--- config.mk ---
export PLATFORM = sky130hd
export DESIGN_NAME = xnor_pattern_correlator
export DESIGN_NICKNAME = d
export VERILOG_FILES = /design/src/rtl/xnor_pattern_correlator.sv
export SDC_FILE = /design/constraint.sdc
export NUM_CORES = 1
export LEC_CHECK = 0
export CAP_MARGIN = 20
export CELL_PAD_IN_SITES_DETAIL_PLACEMENT = 1
export CELL_PAD_IN_SITES_GLOBAL_PLACEMENT = 1
export CORE_MARGIN = 5
export CORE_UTILIZATION = 40
export DETAILED_ROUTE_END_ITERATION = 12
export PLACE_DENSITY_LB_ADDON = 0.08
export SYNTH_ARGS = -nofsm -noshare
export SYNTH_HDL_FRONTEND = slang
export SYNTH_SLANG_ARGS = --single-unit
--- constraint.sdc ---
create_clock -name clk -period 4.4 [get_ports clk]
set_input_delay 0.66 -clock clk [delete_from_list [all_inputs] [get_ports clk]]
set_output_delay 0.66 -clock clk [all_outputs]
set_load 0.01 [all_outputs]
--- src/rtl/xnor_pattern_correlator.sv ---
// xnor_pattern_correlator
//
// Serial sync-word correlator. Accepted bits shift into a WIDTH-bit window
// (newest at the LSB). Every window bit is XNOR-compared against PATTERN and
// the number of agreeing bits is the score. Once the window holds WIDTH real
// bits, each accepted bit yields a one-cycle evaluation: score, score_valid,
// match (score >= THRESH) and a saturating match counter.
//
// Ports
//   clk          in   single rising-edge clock
//   rst          in   synchronous active-high reset (highest priority)
//   din          in   serial data bit
//   din_valid    in   din is accepted on an edge where this is 1
//   clear        in   synchronous clear of window, fill state, outputs, counter
//   score        out  agreeing-bit count, registered
//   score_valid  out  one-cycle strobe, score is meaningful
//   match        out  one-cycle strobe, score >= THRESH
//   match_count  out  saturating count of matches
//   state_dbg    out  fill state machine (0 = FILL, 1 = RUN)
//
// Handshake: din_valid is a plain valid with no ready; the block always
// accepts. score_valid/match are single-cycle strobes with no back-pressure,
// appearing on the edge after the edge that accepted the window's newest bit.
module xnor_pattern_correlator #(
  parameter int               WIDTH   = 8,
  parameter logic [WIDTH-1:0] PATTERN = 8'hA5,
  parameter int               THRESH  = 8,
  parameter int               CNT_W   = 16,
  localparam int              SCORE_W = $clog2(WIDTH + 1)
) (
  input  logic               clk,
  input  logic               rst,
  input  logic               din,
  input  logic               din_valid,
  input  logic               clear,
  output logic [SCORE_W-1:0] score,
  output logic               score_valid,
  output logic               match,
  output logic [CNT_W-1:0]   match_count,
  output logic               state_dbg
);

  typedef enum logic {
    ST_FILL = 1'b0,
    ST_RUN  = 1'b1
  } state_e;

  state_e             state_q, state_d;
  logic [WIDTH-1:0]   win_q, win_d;
  logic [SCORE_W-1:0] fill_q, fill_d;
  logic               pend_q, pend_d;   // window was updated in RUN last edge
  logic [SCORE_W-1:0] score_q, score_d;
  logic               score_valid_q, score_valid_d;
  logic               match_q, match_d;
  logic [CNT_W-1:0]   cnt_q, cnt_d;

  logic [WIDTH-1:0]   agree;
  logic [SCORE_W-1:0] pop;

  always_comb begin
    agree = ~(win_q ^ PATTERN);
    pop   = '0;
    for (int i = 0; i < WIDTH; i++) begin
      pop = pop + SCORE_W'(agree[i]);
    end

    state_d       = state_q;
    win_d         = win_q;
    fill_d        = fill_q;
    pend_d        = 1'b0;
    score_d       = score_q;
    score_valid_d = 1'b0;
    match_d       = 1'b0;
    cnt_d         = cnt_q;

    // Evaluate the window written on the previous accept edge. The score is
    // taken from the registered window, so strobes land one edge after the
    // accept edge and clear/rst on that edge cancel them below.
    if (pend_q) begin
      score_d       = pop;
      score_valid_d = 1'b1;
      match_d       = (int'(pop) >= THRESH);
      if (match_d && (cnt_q != {CNT_W{1'b1}})) begin
        cnt_d = cnt_q + 1'b1;
      end
    end

    if (din_valid) begin
      win_d = {win_q[WIDTH-2:0], din};
      if (state_q == ST_FILL) begin
        fill_d = fill_q + 1'b1;
        if (fill_q == SCORE_W'(WIDTH - 1)) begin
          state_d = ST_RUN;
          pend_d  = 1'b1;
        end
      end else begin
        pend_d = 1'b1;
      end
    end

    // clear beats a same-edge accept: the incoming bit is dropped.
    if (clear) begin
      state_d       = ST_FILL;
      win_d         = '0;
      fill_d        = '0;
      pend_d        = 1'b0;
      score_d       = '0;
      score_valid_d = 1'b0;
      match_d       = 1'b0;
      cnt_d         = '0;
    end
  end

  always_ff @(posedge clk) begin
    if (rst) begin
      state_q       <= ST_FILL;
      win_q         <= '0;
      fill_q        <= '0;
      pend_q        <= 1'b0;
      score_q       <= '0;
      score_valid_q <= 1'b0;
      match_q       <= 1'b0;
      cnt_q         <= '0;
    end else begin
      state_q       <= state_d;
      win_q         <= win_d;
      fill_q        <= fill_d;
      pend_q        <= pend_d;
      score_q       <= score_d;
      score_valid_q <= score_valid_d;
      match_q       <= match_d;
      cnt_q         <= cnt_d;
    end
  end

  assign score       = score_q;
  assign score_valid = score_valid_q;
  assign match       = match_q;
  assign match_count = cnt_q;
  assign state_dbg   = state_q;

endmodule

==> results of run 1 <==
## report_power, final
group / switching, W / total [W] / leakage (nW) / internal (W)
Clock: 0.000117 / 0.000245 / 0.0455 / 0.000128
Combinational: 0.0000146 / 0.0000259 / 0.437 / 0.0000114
Sequential: 0.00000108 / 0.000328 / 0.290 / 0.000327
Total: 0.000133 / 0.000599 / 0.772 / 0.000466
## metal layers
| layer | up-vias | routed length (um) | share of wire | GRT usage |
|---|---|---|---|---|
| met5 | - | 0 | 0 | 0 |
| met4 | 0 | 72 | 0.017 | 0.05769 |
| met3 | 4 | 200 | 0.047 | 0.04137 |
| met2 | 31 | 2160 | 0.51 | 0.2680 |
| met1 | 761 | 1824 | 0.43 | 0.1854 |
| li1 | 733 | - | - | - |
## kinds of logic after synthesis
family | count (synthesis) | synth area share
adder cells (fa/ha/maj) | 9 | 0.08068
AND/OR/NAND/NOR | 74 | 0.2498
multiplexers | 12 | 0.06794
AO/OA/AOI/OAI | 33 | 0.1288
buffers and inverters | 16 | 0.04529
XOR/XNOR | 4 | 0.01982
flip-flops | 36 | 0.4076
## worst register-to-register path: stages, from the launching register on
cell and delay (ns):
sky130_fd_sc_hd__dfxtp_1 0.35, sky130_fd_sc_hd__inv_1 0.07, sky130_fd_sc_hd__fa_1 0.56, sky130_fd_sc_hd__fa_1 0.43
sky130_fd_sc_hd__fa_1 0.52, sky130_fd_sc_hd__ha_1 0.20, sky130_fd_sc_hd__a21o_1 0.22, sky130_fd_sc_hd__nand2_1 0.26
sky130_fd_sc_hd__or4_1 0.56, sky130_fd_sc_hd__a21oi_1 0.15
## flip-flops by register name (all words and copies together), names as in the netlist
register and flops:
score 4, score_valid 1, pend_q 1, match_count 16, match 1, win_q 8
fill_q 4, state_dbg 1
## final cells by class
cell class                 count  area share
inverter                       6     0.01051
tap                           52     0.03036
sequential                    36      0.3363
multi-input combinational    132      0.4513
clock buffer                   8     0.04203
timing repair buffer          28      0.1296
## path summary, 6_finish.rpt
kind                                        to     start  slack, ns  cells after the start
worst min register to register        score[3]  score[3]       0.48                      2
worst max-delay path            match_count[7]  win_q[1]       1.03                      9
worst min-delay path                  score[3]  score[3]       0.48                      2
worst max register to register  match_count[7]  win_q[1]       1.03                      9
## through the flow
step	cell area, um2	worst slack (ns)
after floorplan	1768	1.294
after global placement	2053	1.164
after detailed placement	2053	1.031
after CTS	2143	1.020
after global routing	2143	0.7605
final	2143	1.028
## cells in the final DEF, fill, tap and decap left out, types with 4 or more instances in the layout
master,Yosys,final
sky130_fd_sc_hd__inv_1,6,6
sky130_fd_sc_hd__mux2i_1,12,12
sky130_fd_sc_hd__clkbuf_8,0,6
sky130_fd_sc_hd__and4_1,5,5
sky130_fd_sc_hd__fa_1,4,4
sky130_fd_sc_hd__nand3_1,4,4
sky130_fd_sc_hd__dfxtp_1,36,36
sky130_fd_sc_hd__nor2_1,20,20
sky130_fd_sc_hd__or4_1,7,7
sky130_fd_sc_hd__and3_1,4,4
sky130_fd_sc_hd__o31ai_1,6,6
sky130_fd_sc_hd__nand2_1,9,9
sky130_fd_sc_hd__ha_1,5,5
sky130_fd_sc_hd__nand4_1,8,8
sky130_fd_sc_hd__a21oi_1,9,9
sky130_fd_sc_hd__a31oi_1,5,5
sky130_fd_sc_hd__clkdlybuf4s50_1,0,27
==> flow_metrics.tcl, run 1 <==
set metrics [dict create \
    run_status "completed" \
    cts-root-to-sink-buffers 2 \
    final.setup_skew_ns 0.01063 \
    initial_core_util 0.4089 \
    synth-async-reset-ratio 0 \
    port_buffers 27 \
    die_y_um 76.48 \
    drt-pass1-iter-count 6 \
    critPathRequiredTime_ns 4.63 \
    grt_max_degree 21 \
    multi_input_logic_area_um2 967.2 \
    yosys.area.top_type_share 0.4076 \
    total_number_of_placement_rows 24 \
    hold_viol 0 \
    core_mm2 0.004324 \
    ctsResizeCount 0 \
    synth_nets 198 \
    fin_hold_ws_ns 0.4750 \
    slew_headroom 0.5008 \
    timing.final.crit_period_ns 3.372 \
    cts_hold_buf 0 \
    ctsHtreeMaxLevel 2 \
    synth_area_mm2 0.001768 \
    sum_of_routed_wire_length_over_all_layers_um 4259 \
    max_slew.worst_pin.slew_ns 0.7433 \
    synth.area.top_cells "sky130_fd_sc_hd__dfxtp_1 (41%), sky130_fd_sc_hd__mux2i_1 (6.8%), sky130_fd_sc_hd__fa_1 (4.5%), sky130_fd_sc_hd__nor2_1 (4.2%), sky130_fd_sc_hd__ha_1 (3.5%)" \
    finalSetupTns_ns 0 \
    drtAntennaViolNets 0 \
    grt_first_pass_wirelength_um 7603 \
    rsz_0062_raised_after_global_routing "no" \
    via_count 1529 \
    cp_top_family "adder cells" \
    endpoint_kind "flop" \
    cts.sink_count 36 \
    final_util 0.4957 \
    yosys.cell_types.count 43 \
    dp.final_hpwl_um 3167 \
    fp.dieArea_mm2 0.005849 \
    path_cells "inv_1 -> fa_1 -> fa_1 -> fa_1 -> ha_1 -> a21o_1 -> nand2_1 -> or4_1 -> a21oi_1" \
    period_share 0.7665 \
    finish.cell_count_without_fillers 262 \
    power_density_normalized_to_cell_area_mw_per_mm2 279.3 \
    clk-insertion-delay-late_ns 0.29 \
    die_x_um 76.48 \
    post_cts.repair.setup_buffers 0 \
    worstSetupPathType "reg -> reg" \
    remaining_drc_errors 0 \
    pin_count 28 \
    post_synth.cell_area_avg_um2 9.608 \
    total_leakage_power_nw 0.7721 \
    yosysMostFrequentCell "sky130_fd_sc_hd__dfxtp_1" \
    place.detailed.instances 254 \
    setup_viol_count_final 0 \
    cts_root_buffer "sky130_fd_sc_hd__clkbuf_8" \
    first_global_vias 1577 \
    critPathLaunchType "flop" \
    yosysWarnings 0 \
    ys_ff_latch 36 \
    routed_wirelength_normalized_by_instance_count_um 16.26 \
    global_route.overflow_total 0 \
    clkTransAtPathRegs_ns 0.08 \
    final_nets 223 \
    synth.largest_area_cell "sky130_fd_sc_hd__dfxtp_1" \
    cts_buffers 5 \
    syn_inst 184 \
    crit_fanout 11 \
    area_growth_pct 21.23 \
    cap_viol_max_count 0 \
    total_power_w 0.0005987 \
    ys.flop_type "sky130_fd_sc_hd__dfxtp_1" \
    tritoncts "yes" \
    grt_usage 0.1562 \
    ff_latch_area_um2 720.7 \
    gpl.final_weighted_congestion 0.7862 \
    vias_per_inst 5.836 \
    post_route_cells_drive_above_1_share 0.05714 \
    delay_of_the_slowest_cell_on_the_worst_path_ns 0.56 \
    final.fill_count 517 \
    synth_edf_count 0 \
    crit_top_cell "sky130_fd_sc_hd__fa_1" \
    critical_path_arrival_ns 3.60 \
    synth.cells.most_frequent "sky130_fd_sc_hd__dfxtp_1 (36), sky130_fd_sc_hd__nor2_1 (20), sky130_fd_sc_hd__mux2i_1 (12), sky130_fd_sc_hd__a21oi_1 (9), sky130_fd_sc_hd__nand2_1 (9)" \
    maxSlewViolCount 0 \
    max_freq_mhz 296.5 \
    vdd_ir_drop_max_uv 188.3 \
    initial_drt_markers 108 \
    critical-path-slowest-cell "sky130_fd_sc_hd__fa_1" \
    crit_buf_inv 1 \
    num_antenna_cells 0 \
    hold_path_class "reg -> reg" \
    synth_seq_area_share 0.4076 \
    antenna_found_initial 0 \
]
No activity file was read; power rests on OpenSTA's default activity.
==> run 2, diff against run 1 <==
--- a/config.mk
+++ b/config.mk
@@ -9,7 +9,7 @@
 export CELL_PAD_IN_SITES_DETAIL_PLACEMENT = 1
 export CELL_PAD_IN_SITES_GLOBAL_PLACEMENT = 1
 export CORE_MARGIN = 5
-export CORE_UTILIZATION = 40
+export CORE_UTILIZATION = 36
 export DETAILED_ROUTE_END_ITERATION = 12
 export PLACE_DENSITY_LB_ADDON = 0.08
 export SYNTH_ARGS = -nofsm -noshare
==> constraint.sdc (replaced) <==
create_clock -name clk -period 2.98 [get_ports clk]
set_input_delay 0.447 -clock clk [delete_from_list [all_inputs] [get_ports clk]]
set_output_delay 0.447 -clock clk [all_outputs]
set_load 0.01 [all_outputs]
==> run 2 against run 1 <==
  * The run now ends with negative setup slack left
  * Combinational power up 92%
  * Sequential power up 48%
  * Clock-buffer cell count unchanged
  * Core utilization up 2.1 points
  * Clock skew down 0.0033 ns
  * Worst setup slack worse by 1.2 ns
  * Clock power up 47%
  * Critical endpoint is now match_count[4]
  * Largest cell class unchanged
==> flow_metrics.tcl, run 2 (synthesis results as in run 1) <==
set metrics [dict create \
    post_route_cells_drive_above_1_share 0.2511 \
    failing_checks "negative setup slack" \
    reg2reg_setup_slack_ns -0.21 \
    global_route.usage.met2 0.2798 \
    hold_path_end "score[3]" \
    setup_ws_ns -0.2072 \
    power_frac_clock 0.403 \
    comb_power_share 0.055 \
    sum_of_routed_wire_length_over_all_layers_um 4846 \
    die_x_um 80.08 \
    cts_buffers 5 \
    commonest_cells_after_routing_fill_and_taps_aside "sky130_fd_sc_hd__dfxtp_1 (34), sky130_fd_sc_hd__clkdlybuf4s50_1 (27), sky130_fd_sc_hd__nor2_1 (20)" \
    endpoint_kind "flop" \
    path_cells "inv_2 -> fa_1 -> fa_1 -> fa_2 -> ha_4 -> a21o_1 -> nand4_1 -> buf_4 -> or4_4 -> nand2_2" \
    gpl.final_weighted_congestion 0.7834 \
    regToRegEndpoint "match_count[4]" \
    rsz_0062_raised_after_global_routing "yes" \
    critPathRequiredTime_ns 3.21 \
    startpoint_of_the_lowest_slack_hold_path "score[3]" \
    critical-path-slowest-cell "sky130_fd_sc_hd__fa_2" \
    setup_viol_count_final 13 \
    fp.dieArea_mm2 0.006413 \
    finalSetupTns_ns -1.265 \
    timing.final.crit_period_ns 3.187 \
    grt_max_degree 26 \
    total_leakage_power_nw 0.8718 \
    cts_hold_buf 0 \
    final.setup_skew_ns 0.007348 \
    hold_viol 0 \
    num_antenna_cells 0 \
    port_buffers 27 \
    pin_count 28 \
    routed_wirelength_normalized_by_instance_count_um 16.48 \
    via_count 1538 \
    antenna_found_initial 0 \
    slew_headroom 0.2797 \
    final_common_cell "sky130_fd_sc_hd__dfxtp_1" \
    ff_to_ff_path_depth 10 \
    initial_core_util 0.3718 \
    global_route.usage.met1 0.1867 \
    tritoncts "yes" \
    cap_viol_max_count 0 \
    seq_power_share 0.541 \
    crit_fanout 4 \
    hold_path_class "reg -> reg" \
    final_nets 240 \
    grt-busiest-layer "met2" \
    cts.sink_count 36 \
    run_status "finished, violations left" \
    finish.cell_count_without_fillers 294 \
    use_met3 0.03812 \
    worstSetupPathType "reg -> reg" \
    delay_of_the_slowest_cell_on_the_worst_path_ns 0.56 \
    grt_usage 0.1615 \
    p_sw_w 0.0001993 \
    drt-pass1-iter-count 4 \
    drtAntennaViolNets 0 \
    vias_per_inst 5.231 \
    clk-insertion-delay-late_ns 0.29 \
    regToRegStartpoint "win_q[1]" \
    netSwitchingFraction 0.2230 \
    area_growth_pct 38.92 \
    remaining_drc_errors 0 \
    dp.final_hpwl_um 3296 \
    internal-power_w 0.0006944 \
    initial_drt_markers 97 \
    max_ffs_per_register 16 \
    crit_top_cell "sky130_fd_sc_hd__fa_1" \
    grt_first_pass_wirelength_um 8183 \
    total_number_of_placement_rows 25 \
    first_global_vias 1676 \
    total_power_w 0.0008936 \
    final_util 0.5166 \
    ctsHtreeMaxLevel 2 \
    critPathLaunchType "flop" \
    core_mm2 0.004755 \
    max_slew.worst_pin.slew_ns 1.072 \
    cts-root-to-sink-buffers 2 \
    cp_top_family "adder cells" \
    clkTransAtPathRegs_ns 0.07 \
    period_share 1.070 \
    critical_path_arrival_ns 3.42 \
    power_density_normalized_to_cell_area_mw_per_mm2 363.8 \
    global_route.overflow_total 0 \
    die_y_um 80.08 \
    fin_hold_ws_ns 0.4806 \
    place.detailed.instances 281 \
    max_freq_mhz 313.8 \
    maxSlewViolCount 0 \
    cts_root_buffer "sky130_fd_sc_hd__clkbuf_8" \
    crit_buf_inv 2 \
    number_of_cells_on_the_worst_hold_path 2 \
    vdd_ir_drop_max_uv 173.8 \
]
## run 2: changes by cell type in the layout (fill, tap and decap cells not counted), sizes merged
| cell | delta |
|---|---|
| buf | +17 |
## run 2: through the flow
stage          setup WS [ns]  area [um2]
2_1_floorplan       -0.07366        1784
3_3_place_gp         -0.1710        2178
3_5_place_dp         -0.2892        2178
4_1_cts              -0.2051        2379
5_1_grt              -0.2818        2456
6_report             -0.2072        2456
## run 2: power by group through the flow
stage	Combinational, W	Sequential, W	Clock, W
2_1_floorplan	0.0000273	0.000495	0
3_3_place_gp	0.0000427	0.000495	0
3_5_place_dp	0.0000447	0.000495	0
4_1_cts	0.0000469	0.000484	0.000375
5_1_grt	0.0000549	0.000484	0.000392
6_report	0.0000496	0.000484	0.000360
## run 2: worst register-to-register path: cells and delay by family (launching register included)
family	cells	cell delay (ns)
and+or+nand+nor	3	0.72
AOI/OAI and AO/OA	1	0.14
DFF	1	0.33
adders and majority gates	4	1.67
buffers and inverters	2	0.27
## run 2: worst max-delay path by stage
stage | depth (start not counted) | slack (ns) | end | startpoint
global placement | 9 | -0.17 | match_count[7] | win_q[3]
global route | 10 | -0.28 | match_count[4] | win_q[1]
floorplan | 9 | -0.07 | match_count[6] | win_q[3]
CTS | 9 | -0.21 | match_count[6] | win_q[1]
detailed placement | 9 | -0.29 | match_count[6] | win_q[3]
finish | 10 | -0.21 | match_count[4] | win_q[1]
## run 2: layout make-up
type	count	area [um2]
clock buffers	8	90.09
multi-input cells	132	1124
flip-flops and latches	36	723.2
repair buffers	45	412.9
fillers	540	2298
inverters	6	22.52
well taps	67	83.83
## run 2: what timing repair did
| item | CTS | global route |
|---|---|---|
| buffers inserted | 4 | 1 |
| endpoints found under the setup margin | 16 | 17 |
| gates resized for setup | 21 | 12 |
| pin swaps | 12 | 6 |
## run 2: metal layers
| layer | vias to the layer above | part of all wire | wire [um] |
|---|---|---|---|
| met2 | 22 | 0.53 | 2546 |
| met3 | 9 | 0.029 | 141 |
| li1 | 767 | - | - |
| met4 | 0 | 0.023 | 110 |
| met5 | - | 0 | 0 |
| met1 | 740 | 0.42 | 2047 |
==> run 3, diff against run 2 <==
--- a/config.mk
+++ b/config.mk
@@ -8,9 +8,11 @@
 export CAP_MARGIN = 20
 export CELL_PAD_IN_SITES_DETAIL_PLACEMENT = 1
 export CELL_PAD_IN_SITES_GLOBAL_PLACEMENT = 1
-export CORE_MARGIN = 5
+export CORE_MARGIN = 8
 export CORE_UTILIZATION = 36
 export DETAILED_ROUTE_END_ITERATION = 12
+export GPL_TIMING_DRIVEN = 0
+export MAX_ROUTING_LAYER = met4
 export PLACE_DENSITY_LB_ADDON = 0.08
 export SYNTH_ARGS = -nofsm -noshare
 export SYNTH_HDL_FRONTEND = slang
==> run 3 against run 2 <==
  * The run still ends with negative setup slack left
  * Die area grew 16%
  * Via count increased by 3.0%
  * Final cell count up 1.4%
  * Largest cell class unchanged
  * Largest power group unchanged
==> flow_metrics.tcl, run 3 (synthesis results as in run 1) <==
set metrics [dict create \
    routed_wirelength_normalized_by_instance_count_um 16.52 \
    final_common_cell "sky130_fd_sc_hd__dfxtp_1" \
    setup_viol_count_final 9 \
    critPathRequiredTime_ns 3.20 \
    initial_core_util 0.3743 \
    power_density_normalized_to_cell_area_mw_per_mm2 370.7 \
    pin_count 28 \
    antenna_found_initial 0 \
    hold_path_class "reg -> reg" \
    ctsHtreeMaxLevel 2 \
    cap_viol_max_count 0 \
    sum_of_routed_wire_length_over_all_layers_um 4924 \
    final.setup_skew_ns 0.007029 \
    clkTransAtPathRegs_ns 0.07 \
    worstSetupPathType "reg -> reg" \
    path_cells "inv_2 -> fa_1 -> fa_1 -> fa_2 -> ha_4 -> a21o_4 -> nand4_1 -> buf_4 -> or4_4 -> a21oi_2" \
    tritoncts "yes" \
    cts-root-to-sink-buffers 2 \
    global_route.overflow_total 0 \
    commonest_cells_after_routing_fill_and_taps_aside "sky130_fd_sc_hd__dfxtp_1 (34), sky130_fd_sc_hd__clkdlybuf4s50_1 (27), sky130_fd_sc_hd__nor2_1 (20)" \
    cts_buffers 5 \
    max_slew.worst_pin.slew_ns 0.6523 \
    clk-insertion-delay-late_ns 0.28 \
    slew_headroom 0.5651 \
    total_number_of_placement_rows 25 \
    first_global_vias 1743 \
    post_route_cells_drive_above_1_share 0.2554 \
    dpl_cell_area_mm2 0.002138 \
    cts.sink_count 36 \
    cp_top_family "adder cells" \
    crit_fanout 3 \
    crit_buf_inv 2 \
    vdd_ir_drop_max_uv 196.2 \
    remaining_drc_errors 0 \
    max_ffs_per_register 16 \
    grt_usage 0.1447 \
    hold_viol 0 \
    dp.final_hpwl_um 3396 \
    maxSlewViolCount 0 \
    failing_checks "negative setup slack" \
    timing.final.crit_period_ns 3.190 \
    fp.dieArea_mm2 0.007410 \
    rsz_0062_raised_after_global_routing "yes" \
    cp-startpoint "win_q[1]" \
    drtAntennaViolNets 0 \
    regToRegStartpoint "win_q[1]" \
    initial_drt_markers 54 \
    startpoint_of_the_lowest_slack_hold_path "score[3]" \
    via_count 1584 \
    die_y_um 86.08 \
    critical_path_arrival_ns 3.41 \
    vias_per_inst 5.315 \
    setup_ws_ns -0.2103 \
    finalInstanceArea_mm2 0.002466 \
    crit_top_cell "sky130_fd_sc_hd__fa_1" \
    drt-pass1-iter-count 5 \
    gpl.final_weighted_congestion 0.7712 \
    cts_root_buffer "sky130_fd_sc_hd__clkbuf_8" \
    finalSetupTns_ns -0.9060 \
    final_util 0.5221 \
    final.fill_count 522 \
    area_growth_pct 39.49 \
    core_mm2 0.004723 \
    multi_input_logic_area_mm2 0.001107 \
    period_share 1.071 \
    critical-path-slowest-cell "sky130_fd_sc_hd__fa_2" \
    delay_of_the_slowest_cell_on_the_worst_path_ns 0.56 \
    max_freq_mhz 313.4 \
    port_buffers 27 \
    critPathLaunchType "flop" \
    grt_first_pass_wirelength_um 8390 \
    die_x_um 86.08 \
    dpl_worst_slack_ns -0.3591 \
    run_status "finished, violations left" \
    fin_hold_ws_ns 0.4838 \
    total_leakage_power_nw 0.8798 \
    final_nets 245 \
    endpoint_kind "flop" \
    num_antenna_cells 0 \
    grt_max_degree 11 \
    ff_latch_area_um2 723.2 \
]
run 3: cell count changes in the layout (fill, tap and decap cells not counted), sizes merged:
cell	delta
clkbuf	+4
run 3: metal layers:
metal	global-route usage	part of all wire	vias to the layer above
met5	-	0	-
met2	0.2617	0.54	23
met1	0.1465	0.41	780
li1	-	-	774
met4	0.04459	0.012	0
met3	0.04202	0.037	7
run 3: stage by stage:
| step | cells | total power [W] |
|---|---|---|
| 6_report | 298 | 0.0009141 |
| 5_1_grt | 298 | 0.0009517 |
| 4_1_cts | 298 | 0.0009254 |
| 3_5_place_dp | 278 | 0.0005379 |
| 3_3_place_gp | 278 | 0.0005356 |
| 2_1_floorplan | 184 | 0.0005219 |
run 3: layout make-up:
type | count | area share
tap | 67 | 0.03399
multi-input combinational | 132 | 0.4490
timing repair buffer | 41 | 0.1537
inverter | 6 | 0.009132
buffer | 9 | 0.02182
clock buffer | 7 | 0.03907
sequential | 36 | 0.2933
run 3: final timing paths:
| kind | slack, ns | end | depth (start not counted) |
|---|---|---|---|
| hold reg to reg | 0.48 | score[3] | 2 |
| setup / recovery | -0.21 | match_count[6] | 10 |
| hold / removal | 0.48 | score[3] | 2 |
| setup reg to reg | -0.21 | match_count[6] | 10 |
run 3: worst register-to-register path, delay by kind of cell, from the launching register on:
kind	cells	cell delay (ns)
buffers and inverters	2	0.26
AO/OA/AOI/OAI	2	0.24
adder cells (fa/ha/maj)	4	1.69
AND/OR/NAND/NOR	2	0.62
flip-flops	1	0.33
run 3: repair_timing:
action / in CTS / in global routing
gates cloned: 1 / 0
setup endpoints to repair: 16 / 19
pin swaps: 17 / 3
hold buffers: 0 / 0
gates resized for setup: 13 / 18
setup buffers: 13 / 0
run 3: power by group:
| group | switching [W] | leakage, nW | internal [W] |
|---|---|---|---|
| Sequential | 0.00000144 | 0.291 | 0.000482 |
| Combinational | 0.0000279 | 0.538 | 0.0000252 |
| Clock | 0.000171 | 0.0503 | 0.000206 |
